File: config.mk
export PLATFORM = sky130hd
export DESIGN_NAME = cursor_paint_ctrl_flat
export DESIGN_NICKNAME = d
export VERILOG_FILES = /design/src/rtl/cursor_paint_ctrl_if.sv /design/src/rtl/cursor_paint_ctrl.sv /design/src/flat_wrapper.sv
export SDC_FILE = /design/constraint.sdc
export NUM_CORES = 1
export LEC_CHECK = 0
export CAP_MARGIN = 15
export CORE_ASPECT_RATIO = 1.1
export CORE_MARGIN = 4
export CORE_UTILIZATION = 55
export DETAILED_ROUTE_END_ITERATION = 8
export PLACE_DENSITY = 0.77
export SYNTH_ARGS = -nofsm -noshare
export SYNTH_HDL_FRONTEND = slang
export SYNTH_SLANG_ARGS = --single-unit
File: constraint.sdc
create_clock -name clk -period 3.6 [get_ports clk]
set_input_delay 0.54 -clock clk [delete_from_list [all_inputs] [get_ports clk]]
set_output_delay 0.54 -clock clk [all_outputs]
set_load 0.005 [all_outputs]
File: src/rtl/cursor_paint_ctrl_if.sv
// Pixel-write bus between the cursor/paint controller and the framebuffer writer.
// The master holds wr_addr/wr_color stable while wr_valid waits for wr_ready.
interface cursor_paint_ctrl_if #(
  parameter int ADDR_W = 12
);
  logic              wr_valid;
  logic [ADDR_W-1:0] wr_addr;
  logic [2:0]        wr_color;
  logic              wr_ready;

  modport master (output wr_valid, output wr_addr, output wr_color, input wr_ready);
  modport slave  (input wr_valid, input wr_addr, input wr_color, output wr_ready);
endinterface

File: src/rtl/cursor_paint_ctrl.sv
// Cursor integration and paint controller: accumulates mouse packets into a
// clamped cursor position and issues pixel writes (paint, palette step, clear).
module cursor_paint_ctrl #(
  parameter int SCREEN_W = 64,
  parameter int SCREEN_H = 64,
  parameter int X_W      = 6,
  parameter int Y_W      = 6,
  parameter int ADDR_W   = 12
) (
  input  logic                clk,
  input  logic                rst_n,
  input  logic                btn_left,
  input  logic                btn_right,
  input  logic                btn_middle,
  input  logic signed [7:0]   delta_x,
  input  logic signed [7:0]   delta_y,
  input  logic                data_valid,
  output logic [X_W-1:0]      cursor_x,
  output logic [Y_W-1:0]      cursor_y,
  output logic [2:0]          color_idx,
  cursor_paint_ctrl_if.master wr,
  output logic                busy
);

  localparam logic [ADDR_W-1:0]   LAST_ADDR = ADDR_W'(SCREEN_W * SCREEN_H - 1);
  localparam logic signed [11:0]  X_MAX     = 12'(SCREEN_W - 1);
  localparam logic signed [11:0]  Y_MAX     = 12'(SCREEN_H - 1);

  typedef enum logic [1:0] {IDLE, UPDATE, PAINT, CLEAR} state_t;

  state_t state;

  // One-entry pending buffer (stage 0) and the packet being applied (stage 1)
  logic                    pend_full;
  logic signed [9:0]       pend_dx_p0, pend_dy_p0;
  logic                    pend_l_p0, pend_r_p0, pend_m_p0;
  logic signed [9:0]       upd_dx_p1, upd_dy_p1;
  logic                    upd_l_p1, upd_r_p1, upd_m_p1;

  logic                    prev_right, prev_middle;
  logic [ADDR_W-1:0]       clr_cnt;
  logic                    wr_valid_q;
  logic [ADDR_W-1:0]       wr_addr_q;
  logic [2:0]              wr_color_q;

  logic signed [9:0]       in_dx, in_dy, mrg_dx, mrg_dy;
  logic signed [11:0]      cx, cy, dx12, dy12, nx, ny;
  logic [X_W-1:0]          new_x;
  logic [Y_W-1:0]          new_y;
  logic [2:0]              new_color;
  logic [ADDR_W-1:0]       paint_addr;

  function automatic logic signed [9:0] sat10(input logic signed [10:0] s);
    if (s > 11'sd511)       return 10'sd511;
    else if (s < -11'sd512) return -10'sd512;
    else                    return s[9:0];
  endfunction

  function automatic logic signed [11:0] clamp12(input logic signed [11:0] v,
                                                 input logic signed [11:0] hi);
    if (v < 12'sd0)   return 12'sd0;
    else if (v > hi)  return hi;
    else              return v;
  endfunction

  // Packet merge and cursor/colour/address arithmetic for the UPDATE cycle
  always_comb begin
    in_dx      = {{2{delta_x[7]}}, delta_x};
    in_dy      = {{2{delta_y[7]}}, delta_y};
    mrg_dx     = pend_full ? sat10({pend_dx_p0[9], pend_dx_p0} + {in_dx[9], in_dx}) : in_dx;
    mrg_dy     = pend_full ? sat10({pend_dy_p0[9], pend_dy_p0} + {in_dy[9], in_dy}) : in_dy;
    cx         = $signed({{(12-X_W){1'b0}}, cursor_x});
    cy         = $signed({{(12-Y_W){1'b0}}, cursor_y});
    dx12       = {{2{upd_dx_p1[9]}}, upd_dx_p1};
    dy12       = {{2{upd_dy_p1[9]}}, upd_dy_p1};
    nx         = clamp12(cx + dx12, X_MAX);
    ny         = clamp12(cy - dy12, Y_MAX);
    new_x      = nx[X_W-1:0];
    new_y      = ny[Y_W-1:0];
    new_color  = (upd_r_p1 && !prev_right) ? color_idx + 3'd1 : color_idx;
    paint_addr = ADDR_W'(new_y) * ADDR_W'(SCREEN_W) + ADDR_W'(new_x);
  end

  // Stage 0/1 packet data: buffer strobes while busy, hand the merged packet to UPDATE
  always_ff @(posedge clk) begin
    if (data_valid && state != IDLE) begin
      pend_dx_p0 <= mrg_dx;
      pend_dy_p0 <= mrg_dy;
      pend_l_p0  <= btn_left;
      pend_r_p0  <= btn_right;
      pend_m_p0  <= btn_middle;
    end
    if (state == IDLE) begin
      if (data_valid) begin
        upd_dx_p1 <= mrg_dx;
        upd_dy_p1 <= mrg_dy;
        upd_l_p1  <= btn_left;
        upd_r_p1  <= btn_right;
        upd_m_p1  <= btn_middle;
      end else begin
        upd_dx_p1 <= pend_dx_p0;
        upd_dy_p1 <= pend_dy_p0;
        upd_l_p1  <= pend_l_p0;
        upd_r_p1  <= pend_r_p0;
        upd_m_p1  <= pend_m_p0;
      end
    end
  end

  // Control FSM with registered cursor, colour and write-bus outputs
  always_ff @(posedge clk or negedge rst_n) begin
    if (!rst_n) begin
      state       <= IDLE;
      pend_full   <= 1'b0;
      cursor_x    <= X_W'(SCREEN_W / 2);
      cursor_y    <= Y_W'(SCREEN_H / 2);
      color_idx   <= 3'd1;
      prev_right  <= 1'b0;
      prev_middle <= 1'b0;
      clr_cnt     <= '0;
      wr_valid_q  <= 1'b0;
      wr_addr_q   <= '0;
      wr_color_q  <= 3'd0;
    end else begin
      if (state != IDLE && data_valid)
        pend_full <= 1'b1;
      case (state)
        IDLE: begin
          if (pend_full || data_valid)
            state <= UPDATE;
          pend_full <= 1'b0;
        end
        UPDATE: begin
          cursor_x    <= new_x;
          cursor_y    <= new_y;
          color_idx   <= new_color;
          prev_right  <= upd_r_p1;
          prev_middle <= upd_m_p1;
          if (upd_m_p1 && !prev_middle) begin
            state      <= CLEAR;
            clr_cnt    <= '0;
            wr_valid_q <= 1'b1;
            wr_addr_q  <= '0;
            wr_color_q <= 3'd0;
          end else if (upd_l_p1) begin
            state      <= PAINT;
            wr_valid_q <= 1'b1;
            wr_addr_q  <= paint_addr;
            wr_color_q <= new_color;
          end else begin
            state <= IDLE;
          end
        end
        PAINT: begin
          if (wr.wr_ready) begin
            wr_valid_q <= 1'b0;
            state      <= IDLE;
          end
        end
        CLEAR: begin
          if (wr.wr_ready) begin
            if (clr_cnt == LAST_ADDR) begin
              wr_valid_q <= 1'b0;
              state      <= IDLE;
            end else begin
              clr_cnt   <= clr_cnt + 1'b1;
              wr_addr_q <= clr_cnt + 1'b1;
            end
          end
        end
        default: state <= IDLE;
      endcase
    end
  end

  assign wr.wr_valid = wr_valid_q;
  assign wr.wr_addr  = wr_addr_q;
  assign wr.wr_color = wr_color_q;
  assign busy        = (state != IDLE);

endmodule

File: src/flat_wrapper.sv
// flat-port wrapper written by rule: the top's interface ports become plain ports
module cursor_paint_ctrl_flat 
#(
  parameter int SCREEN_W = 64,
  parameter int SCREEN_H = 64,
  parameter int X_W      = 6,
  parameter int Y_W      = 6,
  parameter int ADDR_W   = 12
)
  (clk, rst_n, btn_left, btn_right, btn_middle, delta_x, delta_y, data_valid, cursor_x, cursor_y, color_idx, busy, wr_wr_valid, wr_wr_addr, wr_wr_color, wr_wr_ready);
  cursor_paint_ctrl_if #(.ADDR_W(ADDR_W)) wr_i ();
  input  logic clk;
  input  logic rst_n;
  input  logic btn_left;
  input  logic btn_right;
  input  logic btn_middle;
  input  logic signed [7:0] delta_x;
  input  logic signed [7:0] delta_y;
  input  logic data_valid;
  output logic [X_W-1:0] cursor_x;
  output logic [Y_W-1:0] cursor_y;
  output logic [2:0] color_idx;
  output logic busy;
  output wire logic [$bits(wr_i.wr_valid)-1:0] wr_wr_valid;
  output wire logic [$bits(wr_i.wr_addr)-1:0] wr_wr_addr;
  output wire logic [$bits(wr_i.wr_color)-1:0] wr_wr_color;
  input wire logic [$bits(wr_i.wr_ready)-1:0] wr_wr_ready;
  assign wr_wr_valid = wr_i.wr_valid;
  assign wr_wr_addr = wr_i.wr_addr;
  assign wr_wr_color = wr_i.wr_color;
  assign wr_i.wr_ready = wr_wr_ready;
  cursor_paint_ctrl #(.SCREEN_W(SCREEN_W), .SCREEN_H(SCREEN_H), .X_W(X_W), .Y_W(Y_W), .ADDR_W(ADDR_W)) u_core (.clk(clk), .rst_n(rst_n), .btn_left(btn_left), .btn_right(btn_right), .btn_middle(btn_middle), .delta_x(delta_x), .delta_y(delta_y), .data_valid(data_valid), .cursor_x(cursor_x), .cursor_y(cursor_y), .color_idx(color_idx), .wr(wr_i), .busy(busy));
endmodule
# Word-level counts from Yosys, hierarchy flattened
# Cells that the tools add are included.
[word_totals]
word_cells = 104
ff_bits = 94
output_inout_bits = 32
input_bits = 23
[op_classes]
order_cmp = 8
reduce_logical = 17
n_mux = 40
n_addsub = 7
n_eq_ne = 11
[op_table]
columns = ["op", "count"]
rows = [
  ["$mux 10", 8],
  ["$mux 12", 5],
  ["$pmux 12 s2", 2],
  ["$mux 6", 4],
  ["$add 10x8->11", 2],
  ["$gt 11x10->1 const B", 2],
  ["$gt 11x7->1 const B", 2],
  ["$lt 11x1->1 const B", 2],
  ["$lt 11x10->1 const B", 2],
  ["$add 12x1->12 const B", 1],
  ["$add 12x6->12", 1],
  ["$eq 12x12->1 const B", 1],
  ["$mux 2", 6],
  ["$reduce_and 4->1", 3],
  ["$add 7x10->11", 1],
  ["$sub 7x10->11", 1],
  ["$mux 1", 10],
  ["$mux 3", 3],
  ["$ne 2x2->1 const B", 4],
  ["$pmux 2 s4", 1],
  ["$reduce_bool 2->1", 4],
  ["$reduce_and 5->1", 1],
  ["$eq 2x2->1 const B", 2],
  ["$ne 2x1->1 const B", 2],
  ["other kinds (10)", 13],
]

# Depth between registers and ports, before layout
[depth]
depth_word = 8
mapped_depth = 11
depth_no_buf = 10

# Worst setup path before layout
# Ideal clock, no wire load.
[synth_timing]
path_kind = "input to register"
from = "input port delta_x[0]"
to = "register u_core.upd_dx_p1[4], data pin"
n_path_buf = 1
t_required_ps = 3340
setup_ps = 260
arrival_time_ps = 2623
cell_stages = 11
slack_ps = 717
path_cell_list = "ha_1 inv_1 fa_1 nor2b_4 o31a_4 o2111a_1 or2_1 buf_6 a2bb2oi_1 a32o_1 mux2_4"
[synth_between]
elab_chain_cells = 6
word_cells_on_any_way = 7
cone_classes = "1 x add/sub; 2 x order compare; 4 x mux"
[synth_rtl]
columns = ["element", "line_no", "source"]
rows = [
  ["start, declared", "flat_wrapper.sv:17", "input logic signed [7:0] delta_x;"],
  ["$add 10x8->11 (*)", "cursor_paint_ctrl.sv:70", "mrg_dx = pend_full ? sat10({pend_dx_p0[9], pend_dx_p0} + {in_dx[9], in_dx}) : in_dx;"],
  ["$lt 11x10->1", "cursor_paint_ctrl.sv:55", "else if (s < -11'sd512) return -10'sd512;"],
  ["$mux 10", "cursor_paint_ctrl.sv:55", ""],
  ["$mux 10 (*)", "cursor_paint_ctrl.sv:54", "if (s > 11'sd511) return 10'sd511;"],
  ["$mux 10 (*)", "cursor_paint_ctrl.sv:70", ""],
  ["net u_core.mrg_dx[4]", "cursor_paint_ctrl.sv:46", "logic signed [9:0] in_dx, in_dy, mrg_dx, mrg_dy;"],
  ["$mux 10 (*)", "cursor_paint_ctrl.sv:94", "if (data_valid) begin"],
  ["end signal, assigned", "cursor_paint_ctrl.sv:95", "upd_dx_p1 <= mrg_dx;"],
  ["end signal, assigned", "cursor_paint_ctrl.sv:101", "upd_dx_p1 <= pend_dx_p0;"],
  ["end, declared", "cursor_paint_ctrl.sv:37", "logic signed [9:0] upd_dx_p1, upd_dy_p1;"],
]
# The timed path passes the listed nets; every way through them passes the cells marked *.
# A chain may end at the register's enable or synchronous reset.

# Worst setup path after layout
[layout_timing]
from = "input port delta_y[3]"
to = "register u_core.upd_dy_p1[6], data pin"
[layout_between]
elab_chain_cells = 6
word_cells_on_any_way = 7
cone_classes = "1 x add/sub; 2 x order compare; 4 x mux"
[layout_rtl]
columns = ["element", "line_no", "source"]
rows = [
  ["start, declared", "flat_wrapper.sv:18", "input logic signed [7:0] delta_y;"],
  ["$add 10x8->11 (*)", "cursor_paint_ctrl.sv:71", "mrg_dy = pend_full ? sat10({pend_dy_p0[9], pend_dy_p0} + {in_dy[9], in_dy}) : in_dy;"],
  ["$lt 11x10->1", "cursor_paint_ctrl.sv:55", ""],
  ["$mux 10", "cursor_paint_ctrl.sv:55", ""],
  ["$mux 10 (*)", "cursor_paint_ctrl.sv:54", ""],
  ["$mux 10 (*)", "cursor_paint_ctrl.sv:71", ""],
  ["$mux 10 (*)", "cursor_paint_ctrl.sv:94", ""],
  ["end signal, assigned", "cursor_paint_ctrl.sv:96", "upd_dy_p1 <= mrg_dy;"],
  ["end signal, assigned", "cursor_paint_ctrl.sv:102", "upd_dy_p1 <= pend_dy_p0;"],
  ["end, declared", "cursor_paint_ctrl.sv:37", ""],
]
# Mark *: on every way between the ends. The rest lies on a longest branch, timed or not.

==> flow_summary_export.csv <==
group,metric,value,unit
outcome,status,"finished, final reports clean",
synthesis,synth.top_cell.area_share,22.5,%
clock_tree,cts.htree.levels,3,
cells_and_area,fin_nets,760,
critical_path,cpLargestDelayFamily,"compound AO/OA/AOI/OAI gates",
die,rows,40,
drt,drtIter0Drc,263,
clock_tree,cts_resized,0,
pwr,cellPowerDensity,670,nW/um2
critical_path,cp_common_cell,"o21ai_0",
synthesis,syn_area,6130,um2
die,fp.dieArea,12900,um2
pwr,ir_drop,0.000398,V
critical_path,cp.required,3.67,ns
sta,fin_skew,0.00704,ns
synthesis,synth_top_family_by_area,"compound AO/OA/AOI/OAI gates",
pwr,total_power,4.82,mW
critical_path,worstPathMaxFanout,5,
synthesis,syn_avg_cell_area,9.52,um2
synthesis,ys_seq_area_share,42.2,%
pwr,leakage,2.98,nW
die,core-area,10900,um2
synthesis,syn_inst,644,
cells_and_area,final_common_cell,"nand2_1",
critical_path,path_cells,"clkdlybuf4s50_1, ha_1, and2_1, nand3_1, a311oi_2, o21ai_0, maj3_1, o21ai_0, o221ai_1",
cells_and_area,fill_cells,922,
sta,fmax,0.314,GHz
synthesis,yosysWarnings,0,
clock_tree,insertion_delay,0.34,ns
die,die_w,109,um
synthesis,ys_seq_elements,94,
cells_and_area,antenna_cells,0,
sta,fin_crit,3.18,ns
sta,slew_headroom,47.4,%
drt,via_count,5086,
cells_and_area,drive_above_1_share,9.38,%
clock_tree,cts-root-buf,"clkbuf_16",
sta,setup_tns,0,ns
cells_and_area,area_growth,17.3,%
sta,whs,0.147,ns
global_routing,grt_pass1_wl,23.9,mm
sta,maxSlewViolCount,0,
synthesis,synth_compound_area_share,21.7,%
critical_path,cp_slowest_cell,"a311oi_2",
critical_path,cp_data_arrival_time,3.25,ns
sta,setup_viol,0,
cells_and_area,fin_util,65.9,%
drt,avgRoutedWirePerCell,16.8,um
synthesis,synth-async-reset-ratio,51.1,%
placed_design,placed_cells,834,
critical_path,cp_slowest_stage_delay,0.45,ns
synthesis,synthTopCellsByArea,"edfxtp_1 (23%), dfrtp_1 (18%), ha_1 (6.9%)",
synthesis,synth-edff-count,46,
critical_path,critical_path_class,"input port to flip-flop",
sta,final_hold_viol_count,0,
synthesis,synth_top_flop_cell,"edfxtp_1",
synthesis,synthSimpleGateAreaFrac,15.3,%
critical_path,r2r_slack,0.64,ns
hold_path,min_path_type,"input port to asynchronous set/reset pin",
synthesis,synth_largest_area_cell,"edfxtp_1",
clock_tree,cts_hold_buf,0,
clock_tree,cts.sinks,94,
global_routing,grt.overflow.total,0,
global_routing,grt_pass1_vias,5017,
synthesis,synthAdderAreaFrac,10.2,%
synthesis,synthXorXnorAreaFrac,4.43,%
sta,worst_pin_slew,0.789,ns
critical_path,cp.depth,9,
run,cap_violations,0,
global_routing,grt_max_degree,49,
placed_design,gp_congestion,0.892,
die,die_y,119,um
critical_path,rr_worst_depth,8,
clock_tree,cts_buffer_depth,2,
placed_design,dp_hpwl,10.8,mm
critical_path,startpoint_type,"input port",
clock_tree,cts_setup_buffers,0,
placed_design,port_buffers,54,
drt,firstDrtPassIters,4,
die,pin_count,55,
critical_path,cp-end-kind,"flip-flop",
global_routing,grtUsageTotal,22.9,%
drt,via_per_inst,5.98,
global_routing,grt_antenna_before_repair,0,
sta,rsz0062_at_grt,"false",
clock_tree,cts_tree,"yes",
synthesis,syn-num-nets,705,
die,start_util,56.2,%
sta,timing.final.crit_share,88.4,%
cells_and_area,mostFrequentLayoutCells,"nand2_1 (65), o21ai_0 (54), clkdlybuf4s50_1 (53)",
synthesis,synthMuxAreaShare,2.55,%
synthesis,yosysUniqueCellTypes,69,
drt,ant_nets,0,
drt,remaining_drc_errors,0,
critical_path,cp.buffers_inverters,1,
cells_and_area,stdcell_count,851,
drt,wl,14.3,mm
clock_tree,clk_pin_slew_worst_paths,0.06,ns
clock_tree,cts_buffers,9,
-- cell families (layout without fill, tap and decap cells) --
group | count (synthesis) | count (layout)
AOI/OAI and AO/OA | 201 | 201
DFF | 94 | 94
and+or+nand+nor | 199 | 199
buffers and inverters | 55 | 115
adders and majority gates | 50 | 50
xor gates and xnor gates | 31 | 31
muxes | 14 | 14
-- synthesized netlist by cell type (5+ instances only) --
library cell	n
nand2_1	65
o21ai_0	54
edfxtp_1	46
nor2_1	46
dfrtp_1	45
a21oi_1	39
ha_1	34
inv_1	30
nand3_1	23
a21o_1	21
clkbuf_1	19
nor3_1	17
xnor2_1	17
xor2_1	14
a31oi_1	12
o211ai_1	12
maj3_1	11
nand2b_1	11
mux2_2	9
nor2b_1	8
a211oi_1	7
and2_1	7
o21a_1	7
o22ai_1	7
and3_1	6
o21bai_1	5
o221a_2	5
-- per-layer routing --
layer	track usage [%]	part of all wire, %	vias up	routed length [um]
li1	-	-	2482	-
met1	28.8	44	2472	6260
met2	40.2	50	116	7220
met3	4.15	4.4	16	630
met4	5.84	1.3	0	191
met5	0	0	-	0
-- through the flow --
step	setup slack (ns)	area, um2
floorplan	0.717	6130
global placement	0.111	6850
detailed placement	0.0409	6850
CTS	0.406	7170
global route	0.157	7190
finish	0.417	7190
-- where the power goes --
part | switching (mW) | internal, mW | leakage [nW]
Combinational | 1.21 | 1.02 | 1.79
Sequential | 0.145 | 1.44 | 1.04
Clock | 0.415 | 0.583 | 0.158
-- area by class of cell --
class	instances	area, um2	area share, %
Multi-Input combinational cell	495	3330	46.4
Clock buffer	10	250	3.48
Sequential cell	94	2590	36.0
Timing Repair Buffer	68	653	9.08
Clock inverter	6	67.6	0.939
Inverter	31	116	1.62
Tap cell	147	184	2.56
-- worst paths after layout --
check	startpoint	endpoint
max in group asynchronous	rst_n	u_core.cursor_y[5]$_DFFE_PN1P_
hold reg to reg	u_core.prev_middle$_DFFE_PN0P_	u_core.prev_middle$_DFFE_PN0P_
setup reg to reg	u_core.pend_dy_p0[4]$_DFFE_PP_	u_core.upd_dy_p1[6]$_DFFE_PP_
setup / recovery	delta_y[3]	u_core.upd_dy_p1[6]$_DFFE_PP_
min in group clk	u_core.prev_middle$_DFFE_PN0P_	u_core.prev_middle$_DFFE_PN0P_
hold / removal	rst_n	u_core.wr.wr_addr[4]$_DFFE_PN0P_
-- registers in the layout, summed over array words and instances, names as in the netlist, 3 cells and up --
name / cells
u_core.pend_dx_p0: 10
u_core.cursor_x: 6
u_core.wr.wr_addr: 12
u_core.upd_dx_p1: 10
u_core.upd_dy_p1: 10
u_core.cursor_y: 6
u_core.color_idx: 3
u_core.pend_dy_p0: 10
u_core.wr.wr_color: 3
u_core.clr_cnt: 12
No activity file was read; power rests on OpenSTA's default activity.
